===== src/rtl/lbist_pkg.sv =====
// Shared LBIST definitions: analyzer FSM states, default polynomial and the
// MISR single-step function used by the RTL and by reference models.
package lbist_pkg;

    typedef enum logic [1:0] {
        ST_IDLE    = 2'd0,
        ST_COMPACT = 2'd1,
        ST_COMPARE = 2'd2,
        ST_DONE    = 2'd3
    } state_t;

    localparam logic [7:0] LBIST_POLY8 = 8'hB8;

    // One Galois MISR step on values held in the low bits of 64-bit words.
    // Callers zero-extend sig/resp/poly and truncate the result back to their
    // width. The upper bits then stay zero, so this works for any width up to 64.
    function automatic logic [63:0] misr_step(input logic [63:0] sig,
                                              input logic [63:0] resp,
                                              input logic [63:0] poly);
        misr_step = ((sig >> 1) ^ (sig[0] ? poly : 64'd0)) ^ resp;
    endfunction

endpackage


===== src/rtl/misr_core.sv =====
// Signature register with Galois feedback and optional X-masking.
// Optional feature: define MISR_XMASK_EN to add the mask port (masked bits compact as 0).
module misr_core
    import lbist_pkg::*;
#(
    parameter int               WIDTH = 8,
    parameter logic [WIDTH-1:0] POLY  = LBIST_POLY8,
    parameter logic [WIDTH-1:0] SEED  = '0
) (
    input  logic             clk,
    input  logic             rst_n,
    input  logic             load,
    input  logic             step,
    input  logic [0:WIDTH-1] resp,
`ifdef MISR_XMASK_EN
    input  logic [0:WIDTH-1] mask,
`endif
    output logic [0:WIDTH-1] sig
);

    // Index 0 is the MSB, so these vectors carry the same numeric value as a
    // [WIDTH-1:0] vector; the step function works on that numeric value.
    logic [0:WIDTH-1] resp_eff;

`ifdef MISR_XMASK_EN
    // Masked response bits contribute nothing to the signature.
    always_comb resp_eff = resp & ~mask;
`else
    // Without masking the response is compacted as-is.
    always_comb resp_eff = resp;
`endif

    // Signature register: seed on reset/load, one Galois step per accepted response.
    always_ff @(posedge clk or negedge rst_n) begin
        if (!rst_n) begin
            sig <= SEED;
        end else if (load) begin
            sig <= SEED;
        end else if (step) begin
            sig <= WIDTH'(misr_step(64'(sig), 64'(resp_eff), 64'(POLY)));
        end
    end

endmodule


===== src/rtl/misr_analyzer.sv =====
// LBIST response analyzer: runs NUM_PATTERNS responses through the MISR,
// then compares the final signature against GOLDEN.
// Optional feature: define MISR_XMASK_EN to add the mask port.
module misr_analyzer
    import lbist_pkg::*;
#(
    parameter int               WIDTH        = 8,
    parameter logic [WIDTH-1:0] POLY         = LBIST_POLY8,
    parameter logic [WIDTH-1:0] SEED         = '0,
    parameter int               NUM_PATTERNS = 16,
    parameter logic [WIDTH-1:0] GOLDEN       = '0
) (
    input  logic             clk,
    input  logic             rst_n,
    input  logic             start,
    input  logic             en,
    input  logic [0:WIDTH-1] resp,
`ifdef MISR_XMASK_EN
    input  logic [0:WIDTH-1] mask,
`endif
    output logic [0:WIDTH-1] signature,
    output logic             busy,
    output logic             done,
    output logic             pass
);

    localparam int             CW   = $clog2(NUM_PATTERNS + 1);
    localparam logic [CW-1:0]  LAST = CW'(NUM_PATTERNS - 1);

    state_t        state, state_nxt;
    logic [CW-1:0] count;
    logic          load;
    logic          step;

    // State register.
    always_ff @(posedge clk or negedge rst_n) begin
        if (!rst_n) begin
            state <= ST_IDLE;
        end else begin
            state <= state_nxt;
        end
    end

    // Next-state logic plus the load/step strobes for the signature register.
    always_comb begin
        state_nxt = state;
        load      = 1'b0;
        step      = 1'b0;
        unique case (state)
            ST_IDLE, ST_DONE: begin
                if (start) begin
                    load      = 1'b1;
                    state_nxt = ST_COMPACT;
                end
            end
            ST_COMPACT: begin
                if (en) begin
                    step = 1'b1;
                    // Leave on the final response, so the count never wraps.
                    if (count == LAST) begin
                        state_nxt = ST_COMPARE;
                    end
                end
            end
            ST_COMPARE: begin
                state_nxt = ST_DONE;
            end
            default: begin
                state_nxt = ST_IDLE;
            end
        endcase
    end

    // Count of responses accepted in the current run.
    always_ff @(posedge clk or negedge rst_n) begin
        if (!rst_n) begin
            count <= '0;
        end else if (load) begin
            count <= '0;
        end else if (step) begin
            count <= count + CW'(1);
        end
    end

    // Pass flag: cleared at the start of a run and set once in COMPARE.
    always_ff @(posedge clk or negedge rst_n) begin
        if (!rst_n) begin
            pass <= 1'b0;
        end else if (load) begin
            pass <= 1'b0;
        end else if (state == ST_COMPARE) begin
            pass <= (signature == GOLDEN);
        end
    end

    // Status flags decode the state register only, so inputs cannot reach them combinationally.
    always_comb begin
        busy = (state == ST_COMPACT) || (state == ST_COMPARE);
        done = (state == ST_DONE);
    end

    misr_core #(
        .WIDTH (WIDTH),
        .POLY  (POLY),
        .SEED  (SEED)
    ) u_core (
        .clk   (clk),
        .rst_n (rst_n),
        .load  (load),
        .step  (step),
        .resp  (resp),
`ifdef MISR_XMASK_EN
        .mask  (mask),
`endif
        .sig   (signature)
    );

endmodule


===== config.mk =====
export PLATFORM = sky130hd
export DESIGN_NAME = misr_analyzer
export DESIGN_NICKNAME = d
export VERILOG_FILES = /design/src/rtl/lbist_pkg.sv /design/src/rtl/misr_core.sv /design/src/rtl/misr_analyzer.sv
export SDC_FILE = /design/constraint.sdc
export NUM_CORES = 1
export LEC_CHECK = 0
export CORE_ASPECT_RATIO = 1.1
export CORE_MARGIN = 3
export CORE_UTILIZATION = 50
export DETAILED_ROUTE_END_ITERATION = 12
export GPL_TIMING_DRIVEN = 0
export HOLD_SLACK_MARGIN = 0.08
export PLACE_DENSITY_LB_ADDON = 0.05
export SLEW_MARGIN = 20
export SYNTH_ARGS = -nofsm -noshare
export SYNTH_HDL_FRONTEND = slang
export SYNTH_SLANG_ARGS = --single-unit

===== constraint.sdc =====
create_clock -name clk -period 3.75 [get_ports clk]
set_input_delay 0.9375 -clock clk [delete_from_list [all_inputs] [get_ports clk]]
set_output_delay 0.9375 -clock clk [all_outputs]
set_load 0.005 [all_outputs]

==> summary.md <==
| Metric | Value |
|---|---|
| Worst Hold Launch | count[4] |
| Setup TNS Final | 0 ps |
| Pleak | 0.497 nW |
| Placer Congestion | 0.815 |
| Vias in the first global route | 687 |
| # IOs | 23 |
| CP max FO | 4 |
| Total core area | 1610 um2 |
| Register area share after synthesis | 45.3% |
| Clock sinks | 16 |
| Slack of the critical path | 1180 ps |
| CP Class | reg -> out |
| Total design power | 0.000756 W |
| Die span in x | 46.1 um |
| GRT Total Usage | 18.1% |
| Die Area | 2310 um2 |
| RSZ-0062 raised after global routing | no |
| Die Height | 50.1 um |
| Share of the synthesized area in the top cell type | 45.3% |
| Synth async-reset ratio | 100% |
| Worst R2R Path Depth | 6 |
| Cts repair resizes | 0 |
| FMAX | 389 MHz |
| Grt ovf | 0 |
| Worst endpoint required time | 2810 ps |
| Final core occ | 71.9% |
| Max transition margin | 49.6% |
| Synth Instances | 90 |
| DRC | 0 |
| Outcome | completed |
| Maximum vdd drop | 0.396 mV |
| Layout cells sized above 1 | 6.03% |
| Clock Tree Buf Depth | 2 |
| Initial antenna violation count | 0 |
| Syn_nets | 107 |
| Max-cap violations | 0 |
| Worst Setup SP | state[0] |
| Worst setup EP type | output port |
| Area growth syn-to-layout | 31.4% |
| CTS Hold Bufs | 0 |
| Final Cycle Share | 68.5% |
| Average wire per standard cell | 13.7 um |
| Unique masters post-synth | 26 |
| Iter 0 DRT Violations | 12 |
| Netlist Area Pre-Place | 883 um2 |
| Worst R2R Start | state[0] |
| 1st-pass router iterations | 4 |
| IO Port Bufs | 22 |
| Net count, final | 134 |
| Root Buffer | clkbuf_4 |
| Seq cells post-synth | 16 |
| Yosys warning count | 0 |
| Vias per std cell | 5.35 |
| Worst EP arrival | 1630 ps |
| First-pass GRT wire length | 3020 um |
| Largest cells by area after synthesis | dfrtp_1 45%, xnor2_1 8.9%, ha_1 7.1%, nor2_1 4.7%, a211oi_1 4.2% |
| Number of nets with antenna violations after routing | 0 |
| H-tree levels | 1 |
| Most numerous cell in the Yosys netlist | dfrtp_1 |
| Clock Skew | 3.31 ps |
| Synth Flop Type | dfrtp_1 |
| Hold Crit Class | reg -> reg |
| Post-DP HPWL | 1320 um |
| Hold Path Stages | 2 |
| Setup crit start kind | register |
| Yosys top cell by area | dfrtp_1 |
| Initial Utilization | 54.7% |
| Final hold vios | 0 |
| Final setup fails | 0 |
| Clk_lat worst skew | 290 ps |
| Pre-CTS WS | 1490 ps |
| Top cells by count, synth | 16 x dfrtp_1, 11 x nor2_1, 9 x xnor2_1 |
| Clk slew on worst S/H paths | 100 ps |
| TritonCTS clock tree | built |
| TritonCTS Buffers | 3 |
| FP Rows | 15 |
| Pin count of the biggest net entering global routing | 17 |
| Diode count | 0 |
| Worst-margin pin slew | 754 ps |
| Detailed Route WL | 1820 um |
| Final max-slew violation count | 0 |
| Via count | 712 |
| Setup Fix Bufs, Post-CTS | 0 |
| Post-layout minimum cycle time | 2570 ps |
| Post-synth EDFFs | 0 |
| Avg Inst Size Synth | 9.81 um2 |
| PwrDens | 651 nW/um2 |
-- stage by stage --
step | hold slack [ps] | cell area (um2) | instances
final | 530 | 1160 | 133
after global routing | 563 | 1160 | 133
after CTS | 537 | 1160 | 133
after detailed placement | 524 | 1120 | 129
after global placement | 514 | 1120 | 129
after floorplan | 501 | 883 | 90
-- cells in the final DEF, fill, tap and decap left out, types with 5 or more instances in the layout --
master / Yosys / final
a211oi_1: 5 / 5
nor2_1: 11 / 11
clkdlybuf4s50_1: 0 / 22
xnor2_1: 9 / 9
ha_1: 5 / 5
nand2_1: 5 / 5
dfrtp_1: 16 / 16
-- power breakdown --
group          internal, W  switching, W
sequential        0.000226     0.0000651
combinational     0.000204      0.000144
clock            0.0000592     0.0000580
-- area by class of cell --
type | count | area [um2]
sequential | 16 | 400
clock buffer | 4 | 36.3
timing repair buffer | 22 | 220
tap | 17 | 21.3
multi-input combinational | 66 | 433
inverter | 4 | 15.0
fill | 128 | 453
buffer | 4 | 35.0
-- cells by family (layout without fill, tap and decap cells) --
family                     count (synthesis)  in the layout  share of synthesized area [%]
adders and majority gates                  5              5                           7.08
muxes                                      3              3                           3.40
xor gates and xnor gates                  10             10                           9.92
buffers and inverters                      8             34                           5.66
AOI/OAI and AO/OA                         14             14                           9.77
DFF                                       16             16                           45.3
and+or+nand+nor                           34             34                           18.8
-- registers in the layout, indices dropped and copies added, names as in the netlist --
name and flops:
u_core.sig 8, pass 1, count 5, state 2
-- final timing paths --
| path | slack [ps] | to |
|---|---|---|
| worst max-delay path | 1180 | busy |
| worst min-delay path | 530 | count[4] |
| worst max register to register | 2150 | u_core.sig[5] |
| worst min register to register | 530 | count[4] |
| max in group asynchronous | 2200 | count[3] |
| min in group asynchronous | 1080 | u_core.sig[2] |
-- critical path, stage by stage (launching register included) --
cell             delay [ps]
dfrtp_1                 410
inv_1                    60
ha_1                    330
inv_1                    60
clkdlybuf4s50_1         490
-- routing by layer --
| layer | routed length (um) | track usage [%] |
|---|---|---|
| met1 | 842 | 24.0 |
| met2 | 858 | 27.1 |
| met3 | 95 | 2.92 |
| met4 | 21 | 10.4 |
| met5 | 0 | 0 |
Power figures use the tool's default switching activity.
